--- config.mk ---
export PLATFORM = sky130hd
export DESIGN_NAME = wimax_block_scheduler
export DESIGN_NICKNAME = d
export VERILOG_FILES = /design/src/rtl/wimax_block_scheduler.sv
export SDC_FILE = /design/constraint.sdc
export NUM_CORES = 1
export LEC_CHECK = 0
export CAP_MARGIN = 10
export CORE_MARGIN = 4
export CORE_UTILIZATION = 40
export CTS_BUF_LIST = sky130_fd_sc_hd__clkbuf_8 sky130_fd_sc_hd__clkbuf_16
export CTS_CLUSTER_DIAMETER = 50
export DETAILED_ROUTE_END_ITERATION = 10
export PLACE_DENSITY_LB_ADDON = 0.12
export SETUP_SLACK_MARGIN = 0.3
export SLEW_MARGIN = 0
export SYNTH_ARGS = -nofsm -noshare
export SYNTH_HDL_FRONTEND = slang
export SYNTH_SLANG_ARGS = --single-unit
export TNS_END_PERCENT = 30
--- constraint.sdc ---
create_clock -name clk -period 8.8 [get_ports clk]
set_clock_uncertainty 0.2 [all_clocks]
set_input_delay 1.76 -clock clk [delete_from_list [all_inputs] [get_ports clk]]
set_output_delay 1.76 -clock clk [all_outputs]
set_load 0.005 [all_outputs]
--- src/rtl/wimax_block_scheduler.sv ---
// -----------------------------------------------------------------------------
// wimax_block_scheduler
//
// Buffers 96-bit blocks from the SPI deserializer in a small FIFO and issues
// them to the WiMAX PHY chain on a valid/ready handshake. Blocks are grouped
// into frames of BLOCKS_PER_FRAME. The first and last blocks of each frame are
// marked. After every frame there is an idle gap of GAP_CYCLES so downstream
// stages can reload their seeds. The deserializer cannot be stalled. A block
// that arrives while the FIFO is full is dropped, and a sticky overflow flag
// records the loss.
//
// Ports
//   clk             in   rising-edge clock
//   reset           in   synchronous, active-high reset
//   i_enable        in   allow frame transmission (sampled at frame boundaries)
//   i_blk_valid_in  in   one-cycle pulse: i_blk_data_in holds a complete block
//   i_blk_data_in   in   block from the deserializer
//   i_out_ready     in   downstream accepts o_out_data this cycle
//   o_out_valid     out  o_out_data is valid
//   o_out_data      out  FIFO head block
//   o_frame_start   out  valid block is block 0 of a frame
//   o_out_last      out  valid block is the last block of a frame
//   o_overflow      out  sticky: a block was dropped on a full FIFO
//   o_busy          out  not idle, or blocks still buffered
//   o_frame_cnt     out  frames completed, wraps modulo 2^16
// -----------------------------------------------------------------------------
module wimax_block_scheduler #(
    parameter int BLOCK_WIDTH      = 96,
    parameter int BLOCKS_PER_FRAME = 4,
    parameter int FIFO_DEPTH       = 2,
    parameter int GAP_CYCLES       = 3
) (
    input  logic                   clk,
    input  logic                   reset,
    input  logic                   i_enable,
    input  logic                   i_blk_valid_in,
    input  logic [BLOCK_WIDTH-1:0] i_blk_data_in,
    input  logic                   i_out_ready,
    output logic                   o_out_valid,
    output logic [BLOCK_WIDTH-1:0] o_out_data,
    output logic                   o_frame_start,
    output logic                   o_out_last,
    output logic                   o_overflow,
    output logic                   o_busy,
    output logic [15:0]            o_frame_cnt
);

    localparam int AW = (FIFO_DEPTH > 1) ? $clog2(FIFO_DEPTH) : 1;
    localparam int IW = (BLOCKS_PER_FRAME > 1) ? $clog2(BLOCKS_PER_FRAME) : 1;
    localparam int GW = (GAP_CYCLES > 1) ? $clog2(GAP_CYCLES) : 1;

    localparam logic [IW-1:0] LAST_IDX = IW'(BLOCKS_PER_FRAME - 1);
    localparam logic [GW-1:0] GAP_LOAD = GW'((GAP_CYCLES > 0) ? GAP_CYCLES - 1 : 0);
    localparam logic [AW:0]   FULL_CNT = (AW + 1)'(FIFO_DEPTH);

    typedef enum logic [1:0] {
        S_IDLE = 2'd0,
        S_SEND = 2'd1,
        S_GAP  = 2'd2
    } state_t;

    // FIFO storage and pointers; the depth is a power of two, so pointers wrap naturally
    logic [BLOCK_WIDTH-1:0] r_mem [FIFO_DEPTH];
    logic [AW-1:0]          r_wr_ptr;
    logic [AW-1:0]          r_rd_ptr;
    logic [AW:0]            r_count;

    state_t                 r_state;
    state_t                 w_state_nxt;
    logic [GW-1:0]          r_gap_cnt;
    logic [GW-1:0]          w_gap_nxt;
    logic [IW-1:0]          r_blk_idx;
    logic [15:0]            r_frame_cnt;
    logic                   r_overflow;

    logic                   w_empty;
    logic                   w_full;
    logic                   w_pop;
    logic                   w_push;
    logic                   w_last_pop;

    assign w_empty    = (r_count == '0);
    assign w_full     = (r_count == FULL_CNT);
    assign w_pop      = o_out_valid && i_out_ready;
    // A full FIFO still takes a block when the head leaves in the same cycle
    assign w_push     = i_blk_valid_in && (!w_full || w_pop);
    assign w_last_pop = w_pop && (r_blk_idx == LAST_IDX);

    assign o_out_valid   = (r_state == S_SEND) && !w_empty;
    assign o_out_data    = r_mem[r_rd_ptr];
    assign o_frame_start = o_out_valid && (r_blk_idx == '0);
    assign o_out_last    = o_out_valid && (r_blk_idx == LAST_IDX);
    assign o_overflow    = r_overflow;
    assign o_busy        = (r_state != S_IDLE) || !w_empty;
    assign o_frame_cnt   = r_frame_cnt;

    // Next-state logic. enable is only looked at on the IDLE->SEND decision and
    // at the end of a frame, so a frame that has started always completes.
    always_comb begin
        // NOTE: every output of this block gets a default first, so no path can leave one unassigned and infer a latch.
        w_state_nxt = r_state;
        w_gap_nxt   = r_gap_cnt;
        case (r_state)
            S_IDLE: begin
                if (i_enable && !w_empty) begin
                    w_state_nxt = S_SEND;
                end
            end
            S_SEND: begin
                if (w_last_pop) begin
                    if (GAP_CYCLES > 0) begin
                        w_state_nxt = S_GAP;
                        w_gap_nxt   = GAP_LOAD;
                    end else begin
                        w_state_nxt = i_enable ? S_SEND : S_IDLE;
                    end
                end
            end
            S_GAP: begin
                if (r_gap_cnt == '0) begin
                    w_state_nxt = i_enable ? S_SEND : S_IDLE;
                end else begin
                    w_gap_nxt = r_gap_cnt - GW'(1);
                end
            end
            default: w_state_nxt = S_IDLE;
        endcase
    end

    always_ff @(posedge clk) begin
        // NOTE: state is updated with non-blocking assignments so every register samples pre-edge values.
        if (reset) begin
            r_state     <= S_IDLE;
            r_gap_cnt   <= '0;
            r_blk_idx   <= '0;
            r_frame_cnt <= '0;
            r_overflow  <= 1'b0;
            r_wr_ptr    <= '0;
            r_rd_ptr    <= '0;
            r_count     <= '0;
            // NOTE: the storage is cleared on reset because o_out_data reads it directly and must be 0 after reset.
            for (int i = 0; i < FIFO_DEPTH; i++) begin
                r_mem[i] <= '0;
            end
        end else begin
            r_state   <= w_state_nxt;
            r_gap_cnt <= w_gap_nxt;

            if (w_push) begin
                r_mem[r_wr_ptr] <= i_blk_data_in;
                r_wr_ptr        <= r_wr_ptr + 1'b1;
            end

            if (w_pop) begin
                r_rd_ptr  <= r_rd_ptr + 1'b1;
                r_blk_idx <= w_last_pop ? '0 : r_blk_idx + 1'b1;
            end

            if (w_last_pop) begin
                r_frame_cnt <= r_frame_cnt + 16'd1;
            end

            case ({w_push, w_pop})
                2'b10:   r_count <= r_count + 1'b1;
                2'b01:   r_count <= r_count - 1'b1;
                default: r_count <= r_count;
            endcase

            if (i_blk_valid_in && !w_push) begin
                r_overflow <= 1'b1;
            end
        end
    end

endmodule
## Word-level counts from Yosys, hierarchy flattened

Memory sizes are Yosys's and may differ from the RTL's. A register that Yosys moved wholly into a read port is not among the register bits.
Cells that the tools add are included.
W data, S select, Z words.

- Bits in registers: 27
- Bits in writable memories: 192
- Bits of input ports: 101
- Output and inout port bits: 117
- Word-level logic and storage cells: 68
- Memories kept: 1

Memories:

| name | words | width | read ports | clocked after memory_dff | write ports | RTL line | RTL |
|---|---|---|---|---|---|---|---|
| r_mem | 2 | 96 | 1 | 1 | 2 | 63 | `logic [BLOCK_WIDTH-1:0] r_mem [FIFO_DEPTH];` |

- Add/sub/neg operators: 7
- Equality and inequality tests: 10
- Mux-type cells: 19
- Reductions and logical operators: 23

Operators with widths:

| cell | number |
|---|---|
| $mux W96 | 1 |
| $reduce_or A96 Y1 | 1 |
| $add A16 B1 Y16 const B | 1 |
| $mux W1 | 10 |
| $mux W2 | 5 |
| $eq A2 B2 Y1 const B | 4 |
| $logic_and A1 B1 Y1 | 8 |
| $logic_not A2 Y1 | 4 |
| $ne A2 B2 Y1 const B | 4 |
| $pmux W2 S2 | 2 |
| $pmux W2 S3 | 1 |
| $reduce_and A3 Y1 | 2 |
| $reduce_bool A2 Y1 | 3 |
| $add A2 B1 Y2 const B | 2 |
| $eq A2 B1 Y1 const B | 2 |
| $sub A2 B1 Y2 const B | 2 |
| $logic_not A1 Y1 | 3 |
| $add A1 B1 Y1 const B | 2 |
| $logic_or A1 B1 Y1 | 2 |

## Logic depth before layout (Yosys ltp)

- Depth after elaboration: 11
- Gate-level depth with buffers: 8
- Mapped depth without buffers: 7

## Least setup slack after synthesis

Ideal clock, no wire load.

- Kind: input port to flip-flop
- Start point: input i_out_ready
- End point: memory r_mem[0][0] (enable)
- Library setup time: 571 ps
- Data arrival time: 6509 ps
- Path slack: 1520 ps
- Stages: 3
- Path buffers: 0
- Cells stage by stage: and3b_1 > o21ai_2 > o21bai_1

RTL lines:

| item | RTL line | RTL |
|---|---|---|
| start: declaration | 38 | `input logic i_out_ready,` |
| end: declaration | 63 |  |

==> results.json <==
{
  "rsz0062_at_grt": "false",
  "num_vias": 5820,
  "port_buffers": 217,
  "ant_nets": 0,
  "cp-end-kind": "output port",
  "synth.largest_area_cell": "edfxtp_1",
  "grt_pass1_vias": 6228,
  "path_cells": "buf_4 > mux2_2 > clkdlybuf4s50_1",
  "dp.cells": 1174,
  "power.total_uw": 2680,
  "cpMaxStageDelayCell": "buf_4",
  "yosys_warnings": 0,
  "grt_overflow": 0,
  "avgSynthCellArea_sq_um": 14.4,
  "antenna_found_initial": 0,
  "grt_start_max_net_pins": 97,
  "power.leakage_uw": 0.00478,
  "die_y_microns": 163,
  "hold_class": "reg2reg",
  "start_util": 0.408,
  "drc": 0,
  "maxCapViolCount": 0,
  "final_cells": 1223,
  "cts_root_buf": "clkbuf_16",
  "fin_crit_ns": 4.86,
  "pin_count": 218,
  "drt-total-wl_microns": 21000,
  "drt_iter0_drc": 275,
  "hold_viol_final": 0,
  "hpwl_microns": 13300,
  "syn2layout_area_growth_pct": 34.6,
  "die_area_sq_mm": 0.0265,
  "fill_cells": 1958,
  "synth_cells": 669,
  "cts_tree": "done",
  "worstMarginPinSlew_ns": 1.05,
  "yosys.cell_count.top_type": "and2_1",
  "max_freq_mhz": 206,
  "finalNetCount": 990,
  "postSynth.asyncResetShare": 0,
  "cp.arrival_ns": 2.90,
  "yosysTopAreaCellShare": 0.601,
  "syn_area_sq_mm": 0.00960,
  "grt_first_pass_wirelength_microns": 33000,
  "core-area_sq_mm": 0.0235,
  "first_pass_iters": 6,
  "wire_per_inst_microns": 17.2,
  "outcome": "finished, final reports clean",
  "place_ws_ns": 3.75,
  "via_per_inst": 4.76,
  "timing.final.crit_share": 0.552,
  "required_ns": 6.84,
  "synth_area_leaders": "edfxtp_1, and2_1, mux2_2",
  "cts_buffer_depth": 3,
  "clk_pin_slew_worst_paths_ns": 0.06,
  "cts.sinks": 220,
  "finalSetupViolations": 0,
  "final-max-slew-violation-count": 0,
  "ir_drop_mv": 0.126,
  "core.rowCount": 56,
  "drive_gt1_frac": 0.171,
  "slowest_delay_ns": 0.72,
  "h-tree-depth": 1,
  "synth-edff-count": 192,
  "clk_latency_ns": 0.51,
  "track_usage": 0.155,
  "power.density_mw_per_mm2": 207,
  "syn_nets": 775,
  "fin_ws_ns": 3.94,
  "synth_commonest_cells": "and2_1, edfxtp_1, mux2_2, dfxtp_1",
  "gp_congestion": 0.739,
  "yosysSeqAreaShare": 0.659,
  "startpoint_type": "flop",
  "cts_setup_buffers": 0,
  "cts.repair.resized": 0,
  "timing.setup.tns_ns": 0,
  "timing.hold.ws_ns": 0.287,
  "crit_fanout": 58,
  "n_antenna_cell": 0,
  "die_x_microns": 163,
  "relSlewSlack": 0.296,
  "critPathBufInv": 2,
  "cpLargestDelayFamily": "buffers and inverters",
  "ys_types": 47,
  "postCtsHoldBufs": 0,
  "crit_type": "reg2out",
  "cts_buffers": 27,
  "ys.flop_type": "edfxtp_1",
  "ys_seq_elements": 220
}
[final cells by class]
| cell class | count | area (sq um) | area share |
|---|---|---|---|
| well taps | 319 | 399 | 0.0309 |
| multi-input cells | 404 | 3090 | 0.239 |
| repair buffers | 223 | 2220 | 0.172 |
| flip-flops and latches | 220 | 6330 | 0.490 |
| inverters | 8 | 30.0 | 0.00232 |
| clock inverters | 22 | 185 | 0.0143 |
| clock buffers | 27 | 676 | 0.0523 |
[metrics by stage]
step,util,area (sq um)
5_1_grt,0.549,12900
3_5_place_dp,0.512,12100
3_3_place_gp,0.512,12100
4_1_cts,0.549,12900
6_report,0.549,12900
2_1_floorplan,-,9600
[layer usage]
| metal | up-vias | wire (microns) | track usage |
|---|---|---|---|
| met5 | - | 0 | 0 |
| met4 | 0 | 382 | 0.0374 |
| met3 | 30 | 1190 | 0.0352 |
| met2 | 144 | 10700 | 0.270 |
| met1 | 2827 | 8690 | 0.197 |
| li1 | 2819 | - | - |
[sequential cells by signal, indices dropped and copies added, names as in the netlist, named ones only]
signal,cells
r_gap_cnt,2
r_state,2
r_wr_ptr,1
r_count,2
r_rd_ptr,1
r_mem,192
o_overflow,1
o_frame_cnt,16
r_blk_idx,2
[logic make-up after synthesis]
| logic type | share of synthesized area |
|---|---|
| compound gates | 0.0166 |
| xor+xnor | 0.00912 |
| fa+ha+maj | 0.00652 |
| buf+inv | 0.0207 |
| flops | 0.659 |
| mux | 0.116 |
| simple gates | 0.172 |
[layout by cell type (no fill, tap or decap), types with 11 or more instances in the layout]
master,synthesis,layout
mux2_2,98,98
nor2_1,17,17
and2_1,193,193
clkdlybuf4s50_1,0,217
a21oi_1,12,12
edfxtp_1,192,192
clkbuf_16,0,27
inv_1,8,12
nand2_1,11,11
dfxtp_1,28,27
[path summary, 6_finish.rpt]
| check | startpoint | to | slack (ns) | depth (start not counted) |
|---|---|---|---|---|
| min | r_blk_idx[1]$_SDFFE_PP0P_ | r_blk_idx[1]$_SDFFE_PP0P_ | 0.29 | 2 |
| max reg2reg | r_state[0]$_SDFFE_PP0P_ | r_mem[0][21]$_SDFFCE_PN0P_ | 5.73 | 4 |
| min reg2reg | r_blk_idx[1]$_SDFFE_PP0P_ | r_blk_idx[1]$_SDFFE_PP0P_ | 0.29 | 2 |
| max | flop | o_out_data[43] | 3.94 | 3 |
[worst min-delay path: cells and delay by family, from the launching register on]
family / cells / cell delay, ns
DFF: 1 / 0.32
and+or+nand+nor: 1 / 0.06
AOI/OAI and AO/OA: 1 / 0.05
[power breakdown]
group          internal (uW)  switching, uW  leakage (uW)
Sequential              1240           26.6       0.00226
Clock                    644            409      0.000436
Combinational            214            147       0.00208
(Power assumes the default switching activity.)
